==> config.mk <==
export PLATFORM = sky130hd
export DESIGN_NAME = emboss_ctrl
export DESIGN_NICKNAME = d
export VERILOG_FILES = /design/src/rtl/emboss_pkg.sv /design/src/rtl/emboss_geom_chk.sv /design/src/rtl/emboss_ctrl.sv
export SDC_FILE = /design/constraint.sdc
export NUM_CORES = 1
export LEC_CHECK = 0
export CAP_MARGIN = 30
export CORE_UTILIZATION = 50
export DETAILED_ROUTE_END_ITERATION = 6
export PLACE_DENSITY = 0.75
export SYNTH_ARGS = -nofsm -noshare
export SYNTH_HDL_FRONTEND = slang
export SYNTH_SLANG_ARGS = --single-unit
==> constraint.sdc <==
create_clock -name clk -period 1.9 [get_ports clk]
set_input_delay 0.19 -clock clk [delete_from_list [all_inputs] [get_ports clk]]
set_output_delay 0.19 -clock clk [all_outputs]
set_load 0.01 [all_outputs]
==> src/rtl/emboss_pkg.sv <==
// emboss_pkg: shared states, register map and reset constants for the emboss control block.
package emboss_pkg;
  typedef enum logic [1:0] {WAIT_SYNC, RUN, COMMIT} state_t;
  localparam logic [1:0] ADDR_THR  = 2'd0;
  localparam logic [1:0] ADDR_CTL  = 2'd1;
  localparam logic [1:0] ADDR_STEP = 2'd2;
  localparam logic [1:0] ADDR_CLR  = 2'd3;
  localparam logic [7:0] THR_RST   = 8'd128;
endpackage

==> src/rtl/emboss_geom_chk.sv <==
// emboss_geom_chk: pixel/line counters that pulse o_err_set when a line or frame has the wrong size.
module emboss_geom_chk #(
  parameter int H_ACTIVE = 640,
  parameter int V_ACTIVE = 480,
  parameter int CNT_W    = 12
) (
  input  logic clk,
  input  logic rst,
  input  logic i_blank,
  input  logic i_commit,
  input  logic i_first,
  output logic o_err_set
);
  localparam logic [CNT_W-1:0] H_C = CNT_W'(H_ACTIVE);
  localparam logic [CNT_W-1:0] V_C = CNT_W'(V_ACTIVE);
  logic             r_blank;
  logic [CNT_W-1:0] r_pix, r_line;
  logic             w_eol;
  assign w_eol = i_blank & ~r_blank;
  // The partial frame before the first commit is never judged.
  assign o_err_set = ~i_first & ((w_eol & (r_pix != H_C)) | (i_commit & (r_line != V_C)));
  always_ff @(posedge clk) begin
    if (rst) begin
      r_blank <= 1'b0;
      r_pix   <= '0;
      r_line  <= '0;
    end else begin
      r_blank <= i_blank;
      r_pix   <= w_eol ? '0 : (~i_blank & ~&r_pix) ? r_pix + 1'b1 : r_pix;
      r_line  <= i_commit ? {{(CNT_W-1){1'b0}}, w_eol} :
                 (w_eol & ~&r_line) ? r_line + 1'b1 : r_line;
    end
  end
endmodule

==> src/rtl/emboss_ctrl.sv <==
// emboss_ctrl: shadows host writes and commits threshold/bypass to the emboss datapath once per frame.
module emboss_ctrl
  import emboss_pkg::*;
#(
  parameter int H_ACTIVE = 640,
  parameter int V_ACTIVE = 480,
  parameter int CNT_W    = 12
) (
  input  logic        clk,
  input  logic        rst,
  input  logic        cfg_valid,
  output logic        cfg_ready,
  input  logic [1:0]  cfg_addr,
  input  logic [7:0]  cfg_wdata,
  input  logic        i_HSYNC,
  input  logic        i_VSYNC,
  input  logic        i_BLANK,
  output logic [7:0]  o_shreshold,
  output logic        o_bypass,
  output logic [15:0] o_frame_cnt,
  output logic        o_geom_err
);
  state_t      r_state, w_next;
  logic        r_vs, r_ready, r_first, r_bypass, r_sweep, r_dir, r_err;
  logic [7:0]  r_sh_thr, r_sh_step, r_thr, w_sw_thr;
  logic [1:0]  r_sh_ctl;
  logic [15:0] r_fcnt;
  logic [8:0]  w_up;
  logic        w_rise, w_acc, w_commit, w_clr, w_set, w_sw_dir, w_unused;
  assign w_unused  = i_HSYNC;
  assign w_rise    = i_VSYNC & ~r_vs;
  assign w_acc     = cfg_valid & r_ready;
  assign w_commit  = r_state == COMMIT;
  assign w_clr     = w_acc & (cfg_addr == ADDR_CLR);
  assign w_up      = {1'b0, r_thr} + {1'b0, r_sh_step};
  assign w_sw_thr  = r_dir ? (w_up[8] ? 8'hFF : w_up[7:0]) :
                     (r_thr < r_sh_step) ? 8'h00 : r_thr - r_sh_step;
  assign w_sw_dir  = r_dir ? ~w_up[8] : (r_thr < r_sh_step);
  always_ff @(posedge clk) begin
    if (rst) r_state <= WAIT_SYNC;
    else     r_state <= w_next;
  end
  always_comb begin
    w_next = r_state;
    w_next = w_commit ? RUN : (w_rise ? COMMIT : r_state);
  end
  emboss_geom_chk #(.H_ACTIVE(H_ACTIVE), .V_ACTIVE(V_ACTIVE), .CNT_W(CNT_W)) u_geom (
    .clk(clk), .rst(rst), .i_blank(i_BLANK), .i_commit(w_commit), .i_first(r_first), .o_err_set(w_set)
  );
  always_ff @(posedge clk) begin
    if (rst) begin
      r_vs      <= 1'b0;
      r_ready   <= 1'b0;
      r_first   <= 1'b1;
      r_sh_thr  <= THR_RST;
      r_sh_ctl  <= 2'b00;
      r_sh_step <= 8'd0;
      r_thr     <= THR_RST;
      r_bypass  <= 1'b0;
      r_sweep   <= 1'b0;
      r_dir     <= 1'b1;
      r_fcnt    <= 16'd0;
      r_err     <= 1'b0;
    end else begin
      r_vs    <= i_VSYNC;
      r_ready <= w_next != COMMIT;
      r_first <= r_first & ~w_commit;
      r_err   <= w_set | (r_err & ~w_clr);
      r_fcnt  <= w_commit ? r_fcnt + 16'd1 : (w_clr ? 16'd0 : r_fcnt);
      if (w_acc && cfg_addr == ADDR_THR)  r_sh_thr  <= cfg_wdata;
      if (w_acc && cfg_addr == ADDR_CTL)  r_sh_ctl  <= cfg_wdata[1:0];
      if (w_acc && cfg_addr == ADDR_STEP) r_sh_step <= cfg_wdata;
      // Sweep follows the sweep_en already in force; a fresh enable restarts upward.
      if (w_commit) begin
        r_bypass <= r_sh_ctl[0];
        r_sweep  <= r_sh_ctl[1];
        r_thr    <= r_sweep ? w_sw_thr : r_sh_thr;
        r_dir    <= (r_sh_ctl[1] & ~r_sweep) ? 1'b1 : (r_sweep ? w_sw_dir : r_dir);
      end
    end
  end
  assign cfg_ready   = r_ready;
  assign o_shreshold = r_thr;
  assign o_bypass    = r_bypass;
  assign o_frame_cnt = r_fcnt;
  assign o_geom_err  = r_err;
endmodule

After elaboration in Yosys (flattened, before gate mapping)

Cells that the tools add are included.

Register bits after elaboration: 76
Output and inout port bits: 27
Logic and storage cells: 79

Eq/ne operators: 7
Order comparisons: 1
Bitwise operators: 22
Reductions and logical operators: 14
Mux-type cells: 13
$add $sub $neg: 5

Operator list:

| kind                  | number |
|---|---|
| $mux 16               | 2 |
| $mux 8                | 4 |
| $add 12x1->12 const B | 2 |
| $reduce_and 12->1     | 2 |
| $add 16x1->16 const B | 1 |
| $and 1x1->1           | 12 |
| $ne 12x10->1 const B  | 1 |
| $ne 12x9->1 const B   | 1 |
| $add 8x8->9           | 1 |
| $lt 8x8->1            | 1 |
| $not 1->1             | 8 |
| $sub 8x8->8           | 1 |
| $eq 2x2->1 const B    | 3 |
| $reduce_bool 2->1     | 3 |
| $mux 1                | 5 |
| $mux 2                | 2 |
| $reduce_or 2->1       | 2 |
| $logic_and 1x1->1     | 3 |
| $eq 2x1->1 const B    | 1 |
| $logic_not 1->1       | 2 |
| $logic_not 2->1       | 1 |
| $ne 2x2->1 const B    | 1 |
| $or 1x1->1            | 2 |
| $reduce_and 2->1      | 1 |

Longest topological paths before layout

Gate-level depths: netlist (run 1).

Depth after elaboration: 6
Mapped depth: 10

Modules after synthesis

Synthesis (run 1) repeated with hierarchy kept, for this count alone.

Cell total of the unflattened synthesis: 555
Area, all modules: 4438.0 um2

Modules (own cells, without submodules):

| module          | area an instance (um2) | cells each | sequential area each (um2) | instances |
|---|---|---|---|---|
| emboss_ctrl     | 3037.9                 | 390        | 1021.0                     | 1 |
| emboss_geom_chk | 1400.1                 | 165        | 500.5                      | 1 |

Worst setup path after synthesis (run 1)

OpenSTA, ideal clock, no wires.

Path kind: register to register
From: reg r_thr[0] (netlist: o_shreshold[0])
To: reg r_thr[5] (netlist: o_shreshold[5])
Clock period less this slack: 2.155 ns
Slack: -0.255 ns
Buffers on the path: 0
Setup time: 0.117 ns
Required time: 1.783 ns
Data arrival time: 2.038 ns
Cell stages (with the launch flop): 11
Cells stage by stage: dfxtp_1 inv_1 ha_1 inv_1 fa_1 a211oi_2 nor3_2 nor2_1 inv_1 a21o_1 a22o_1

Word-level cells in the longest chain between the ends: 4

RTL lines:

| what                                | RTL line                             | text |
|---|---|---|
| start, declared                     | emboss_ctrl.sv:25                    | `logic [7:0] r_sh_thr, r_sh_step, r_thr, w_sw_thr;` |
| start signal, assigned              | emboss_ctrl.sv:77                    | `r_thr <= r_sweep ? w_sw_thr : r_sh_thr;` |
| $sub 8x8->8 (tied with other cells) | emboss_ctrl.sv:37                    | `(r_thr < r_sh_step) ? 8'h00 : r_thr - r_sh_step;` |
| $mux 8, on equally long branches    | emboss_ctrl.sv:37, emboss_ctrl.sv:36 |  |
| $mux 8 *                            | emboss_ctrl.sv:36                    | `assign w_sw_thr = r_dir ? (w_up[8] ? 8'hFF : w_up[7:0]) :` |
| $mux 8 *                            | emboss_ctrl.sv:77                    |  |

Mark *: on every way between the ends. The rest lies on a longest branch, timed or not.
A chain may end at the register's enable or synchronous reset.

Worst setup path after layout (run 1)

From: reg r_thr[0] (netlist: o_shreshold[0])
To: reg r_thr[4] (netlist: o_shreshold[4])

The elaborated chain is that of the path after synthesis.

==> results of run 1 <==
==> final cells by class <==
type | instances | area (µm²)
multi-input combinational | 399 | 2686
fill | 635 | 2322
sequential | 76 | 1534
timing repair buffer | 108 | 917.1
clock buffer | 10 | 127.6
tap | 102 | 127.6
inverter | 27 | 101.3
clock inverter | 6 | 71.32
==> stage by stage <==
stage | hold WS [ps] | TNS [ps] | total power [mW] | util, %
after global placement | 434.8 | -1333 | 2.024 | 64.78
after detailed placement | 441.4 | -1931 | 2.032 | 64.78
final | 427.0 | -1459 | 3.274 | 70.56
after global routing | 428.5 | -2194 | 3.405 | 70.56
after floorplan | 311.2 | -794.2 | 1.875 | -
after CTS | 419.0 | -1234 | 3.276 | 69.04
==> sequential cells by signal, indices dropped and copies added, names as in the netlist <==
name and cells:
r_sh_step 8, r_sh_thr 8, o_shreshold 8, u_geom.r_pix 12, r_sweep 1, u_geom.r_blank 1, r_vs 1, o_geom_err 1
r_dir 1, o_frame_cnt 16, u_geom.r_line 12, r_state 2, cfg_ready 1, r_sh_ctl 2, o_bypass 1, r_first 1
==> cells in the mapped netlist, types with 5 or more instances <==
master    number
nand4_1        8
o21ai_0       19
dfxtp_1       76
nand2b_1       5
nand2_1       80
nor3_1        13
clkbuf_1      11
inv_1         27
nor2b_1        7
a21o_1         6
a21oi_1       43
nand3_1       23
nor2_1        62
xor2_1        16
a311oi_1       7
xnor2_1        9
ha_1          22
a31oi_1        7
==> critical path, stage by stage (launching register included) <==
cell and delay [ps]:
dfxtp_2 350, inv_2 80, ha_4 120, inv_2 30
fa_2 350, buf_4 150, a21o_1 160, a211oi_1 360
or4_1 180, a31oi_1 80, a21o_1 150
==> cells by family (layout without fill, tap and decap cells) <==
family	Yosys count	after routing	synth area share, %
AO/OA/AOI/OAI	119	119	19.09
XOR/XNOR	25	25	5.268
adder cells (fa/ha/maj)	24	24	7.586
buffers and inverters	47	151	4.545
flip-flops	76	76	36.60
multiplexers	4	4	1.084
AND/OR/NAND/NOR	227	227	25.83
==> power by group <==
part	switching [mW]	leakage, nW	internal, mW	total (mW)
sequential	0.0264	0.619	1.62	1.65
combinational	0.200	1.39	0.180	0.380
clock	0.628	0.0935	0.619	1.25
==> how the worst max path moves through the flow <==
stage                         startpoint              to  depth (start not counted)
after global routing        r_sh_step[0]  o_shreshold[3]                          8
after global placement    o_shreshold[0]  o_shreshold[4]                          9
after CTS                   r_sh_step[0]  o_shreshold[5]                          7
final                     o_shreshold[0]  o_shreshold[4]                         10
after floorplan           o_shreshold[0]  o_shreshold[4]                          9
after detailed placement    r_sh_step[5]  o_shreshold[1]                          8
==> layer usage <==
layer / GRT usage [%] / vias up / part of all wire, %
met5: 0 / - / 0
met4: 6.667 / 0 / 1.4
met3: 5.366 / 14 / 4.5
met2: 42.95 / 102 / 49
met1: 34.25 / 1968 / 45
li1: - / 2017 / -
==> cells in the final DEF, fill, tap and decap left out, drive strengths merged, types with 9 or more instances in the layout <==
cell	instances
xor2	16
xnor2	9
nand3	23
o21ai	22
inv	29
nor2	62
nand2	80
a21oi	43
ha	22
clkdlybuf4s50	41
buf	67
clkbuf	10
nor3	15
dfxtp	76
==> timing repair <==
| action | in CTS | in global routing |
|---|---|---|
| endpoints found under the setup margin | 12 | 13 |
| hold buffers | 0 | 0 |
| gates resized for setup | 24 | 19 |
| cloned | 0 | 0 |
| pin swaps | 21 | 13 |
| buffers inserted | 3 | 4 |
| hold endpoints to repair | 0 | 0 |
==> reports/metrics.cfg, run 1 <==
[outcome]
status = finished with violations
failed_checks = negative setup slack

[global_routing]
grt_usage_pct = 25.89
grt_max_degree = 27
grt_remaining_overflow = 0
grt_pass1_vias = 3776
antenna_found_initial = 0
grt_pass1_wl_um = 17710

[die]
coreArea_um2 = 7888
num_rows = 32
ioPinCount = 43
die_h_um = 93.18
start_util_pct = 52.70
die_area_um2 = 8682
die-width_um = 93.18

[setup_path]
r2r-end = o_shreshold[4]
rrSetupSlack_ps = -220
start_kind = register
reg2reg_from = o_shreshold[0]
worstSetupPathType = register to register
reg2reg_depth = 10
cp.required_ps = 2140
path_max_fanout = 3
end_kind = register
critPathArrivalTime_ps = 2360

[power]
irDropWorstVdd_mv = 0.5865
power.density_nw_per_um2 = 588.3
p_leak_nw = 2.102

[worst_hold_path]
hold_end = r_sh_step[6]
holdCritStartpoint = cfg_wdata[6]
hp-class = primary input to register
hold_depth = 3

[timing]
rsz0062_at_grt = true
timing.final.ws_setup_ps = -219.1
timing.final.crit_share_pct = 111.5
min_period_ps = 2119
final-setup-viol-count = 9
tightest_slew_ps = 462.8
slew_headroom_pct = 69.10
clock.fmax_mhz = 471.9
fin_skew_ps = 15.41
drv_slew = 0
hold_violations = 0

[yosys]
synth_edf_count = 0
synth_area_per_cell_um2 = 7.963
yosys_warnings = 0
ys_top_cells_by_area = dfxtp_1 37%, nand2_1 7.2%, ha_1 6.6%
synth-seq-cells = 76
yosysTopAreaCell = dfxtp_1
syn_nets = 562
netlist.area_leader.share_pct = 36.60
syn_area_um2 = 4156
synth_top_flop_cell = dfxtp_1
synth-async-reset-ratio_pct = 0
netlist_instances = 522
yosysSeqAreaShare_pct = 36.60
netlist-cell-type-count = 67

[layout]
stdcell_area_um2 = 5565
diodes = 0
syn2layout_area_growth_pct = 33.90
final_layout_size_suffix_gt1_share_pct = 21.73
layoutNonFillerInstCount = 728
nets = 661

[clocking]
clk_pin_slew_worst_paths_ps = 80
clock_path_buffers = 2
cts_max_level = 3
root_buffer = clkbuf_8
cts_buffers = 9
cts_sinks = 76
cts_tree = built
insertion_delay_ps = 350

[placed_design]
place_congestion = 0.9818
place_area_um2 = 5110
place_ws_ps = -247.6
portBuffers = 41
dpl.cell_count = 705
dp_hpwl_um = 7842

[detailed_routing]
drt-pass1-iter-count = 5
wire_per_inst_um = 15.00
wl_um = 10920
first_iter_violations = 185
ant_nets = 0
vias = 4101
drc = 0
via_per_inst = 5.633

[job]
drv_cap = 0

Note: power is estimated with default switching activity, not from simulation.
==> run 2: changes to the inputs <==
--- a/config.mk
+++ b/config.mk
@@ -9,6 +9,7 @@
 export CORE_UTILIZATION = 50
 export DETAILED_ROUTE_END_ITERATION = 6
 export PLACE_DENSITY = 0.75
+export SLEW_MARGIN = 40
 export SYNTH_ARGS = -nofsm -noshare
 export SYNTH_HDL_FRONTEND = slang
 export SYNTH_SLANG_ARGS = --single-unit
==> results of run 2 <==
No change in the layout: final DEF, timing and power equal those of run 1.
==> run 3: changes to the inputs <==
--- a/config.mk
+++ b/config.mk
@@ -6,9 +6,11 @@
 export NUM_CORES = 1
 export LEC_CHECK = 0
 export CAP_MARGIN = 30
+export CORE_ASPECT_RATIO = 0.6
 export CORE_UTILIZATION = 50
 export DETAILED_ROUTE_END_ITERATION = 6
 export PLACE_DENSITY = 0.75
+export SKIP_CTS_REPAIR_TIMING = 1
 export SLEW_MARGIN = 40
 export SYNTH_ARGS = -nofsm -noshare
 export SYNTH_HDL_FRONTEND = slang
==> reports/metrics.cfg, run 3 (synthesized netlist as in run 1, its figures left out) <==
[placed_design]
place_ws_ps = -289.7  ; -42.13 ps
dpl.cell_count = 708  ; +0.43%
portBuffers = 41  ; unchanged
dp_hpwl_um = 8676  ; +11%
place_congestion = 0.9566  ; -2.6%

[timing]
tightest_slew_ps = 690.7  ; +227.9 ps
fin_skew_ps = 6.858  ; -8.556 ps
min_period_ps = 2207  ; +88.33 ps
timing.final.crit_share_pct = 116.2  ; +4.6 points
slew_headroom_pct = 53.89  ; -15 points
drv_slew = 0  ; unchanged
hold_violations = 0  ; unchanged
worst_hold_slack_ps = 439.9  ; +12.96 ps
timing.final.ws_setup_ps = -307.5  ; -88.33 ps
final-setup-viol-count = 9  ; unchanged
clock.fmax_mhz = 453.0  ; -4.0%
rsz0062_at_grt = true

[setup_path]
crit_chain = ha_4, fa_2, nor2b_4, o311ai_4, a32oi_4, buf_6, o31a_1, a22o_1
cp.depth = 8  ; -2
reg2reg_depth = 8  ; -2
cpPeakStageDelay_ps = 370  ; about the same
start_kind = register
reg2reg_from = r_sh_step[0]
crit_path_end = o_shreshold[5]
worstSetupPathType = register to register
path_delay_family = compound AO/OA/AOI/OAI gates
r2r-end = o_shreshold[5]
cpMaxStageDelayCell = dfxtp_4
worst-path-buf-inv = 1  ; -2
cp.required_ps = 2120  ; -20 ps
critPathArrivalTime_ps = 2430  ; +70 ps
rrSetupSlack_ps = -310  ; -90 ps
path_max_fanout = 6  ; +3
cp-startpoint = r_sh_step[0]
end_kind = register

[die]
die-width_um = 119.7  ; +28%
die_h_um = 72.63  ; -22%
coreArea_um2 = 7976  ; +1.1%
start_util_pct = 52.11  ; -0.59 points
ioPinCount = 43  ; unchanged
num_rows = 25  ; -22%
die_area_um2 = 8694  ; +0.14%

[job]
drv_cap = 0  ; unchanged

[worst_hold_path]
hp-class = primary input to register

[global_routing]
grt_pass1_vias = 3549  ; -6.0%
grt_usage_pct = 27.05  ; +1.2 points
antenna_found_initial = 0  ; unchanged
grt_max_degree = 25  ; -7.4%
grt_remaining_overflow = 0  ; unchanged
grt_pass1_wl_um = 18110  ; +2.3%

[clocking]
cts_max_level = 3  ; unchanged
clock_path_buffers = 2  ; unchanged
cts_sinks = 76  ; unchanged
insertion_delay_ps = 330  ; -20 ps
root_buffer = clkbuf_16
cts_tree = built
clk_pin_slew_worst_paths_ps = 60  ; -20 ps
cts_buffers = 9  ; unchanged

[detailed_routing]
wl_um = 12730  ; +17%
drt-pass1-iter-count = 5  ; unchanged
first_iter_violations = 463  ; +150%
ant_nets = 0  ; unchanged
via_per_inst = 5.771  ; +2.4%
drc = 0  ; unchanged
vias = 4230  ; +3.1%
wire_per_inst_um = 17.37  ; +16%

[outcome]
status = finished with violations
failed_checks = negative setup slack

[power]
irDropWorstVdd_mv = 0.6367  ; +8.6%
p_leak_nw = 2.140  ; +1.8%
power.density_nw_per_um2 = 638.6  ; +8.5%

[layout]
largest_register_ffs = 16  ; unchanged
diodes = 0  ; unchanged
layout_common_cells = 80 x nand2_1, 63 x dfxtp_1, 61 x buf_4
final_layout_size_suffix_gt1_share_pct = 23.84  ; +2.1 points
layoutNonFillerInstCount = 733  ; +0.69%
fillers = 600  ; -5.5%
syn2layout_area_growth_pct = 38.29
nets = 660  ; -0.15%
layout_commonest_cell = nand2_1

run 3: changes by cell type in the layout (fill, tap and decap cells not counted), sizes merged:
cell      previous run  this run
buf                 67        66
clkinv               1         2
clkinvlp             2         1
clkbuf              10        13
inv                 29        27
bufinv               1         0
run 3: layer usage:
metal  track usage [%]  part of all wire (%)
met3             7.031                   8.1
met2             37.06                    41
met1             41.33                    49
met4             6.806                   1.7
met5                 0                     0
run 3: cell type report:
type / count / area, µm² / area share (%)
sequential: 76 / 1543 / 26.84
clock buffer: 13 / 260.3 / 4.528
multi-input combinational: 399 / 2760 / 48.02
tap: 108 / 135.1 / 2.351
clock inverter: 3 / 21.27 / 0.3700
timing repair buffer: 107 / 924.6 / 16.09
inverter: 27 / 103.9 / 1.807
run 3: how the worst min path moves through the flow:
stage                             from           end  slack [ps]  depth (start not counted)
after floorplan           cfg_wdata[7]   r_sh_thr[7]         310                          2
after global placement         r_first       r_first         440                          1
after detailed placement   r_sh_thr[2]   r_sh_thr[2]         450                          2
after CTS                      i_VSYNC          r_vs         440                          2
after global routing           i_VSYNC          r_vs         450                          2
final                     cfg_wdata[4]  r_sh_step[4]         440                          3
run 3: through the flow:
| stage | utilization [%] | total power, mW | setup TNS, ps | cell area (µm²) |
|---|---|---|---|---|
| after global routing | 72.06 | 3.794 | -2553 | 5748 |
| after global placement | 63.87 | 2.033 | -1633 | 5095 |
| after CTS | 67.40 | 3.635 | -2697 | 5376 |
| after floorplan | - | 1.875 | -794.2 | 4209 |
| after detailed placement | 63.87 | 2.043 | -2379 | 5095 |
| final | 72.06 | 3.671 | -2290 | 5748 |
run 3: worst min-delay path, stage by stage:
cell and delay [ps]:
clkdlybuf4s50_1 420, nand2_1 70, a21oi_1 50
run 3: report_power, final:
| part | internal, mW | total [mW] | leakage (nW) | switching (mW) |
|---|---|---|---|---|
| clock | 0.957 | 1.60 | 0.136 | 0.648 |
| sequential | 1.62 | 1.65 | 0.622 | 0.0293 |
| combinational | 0.186 | 0.414 | 1.38 | 0.228 |
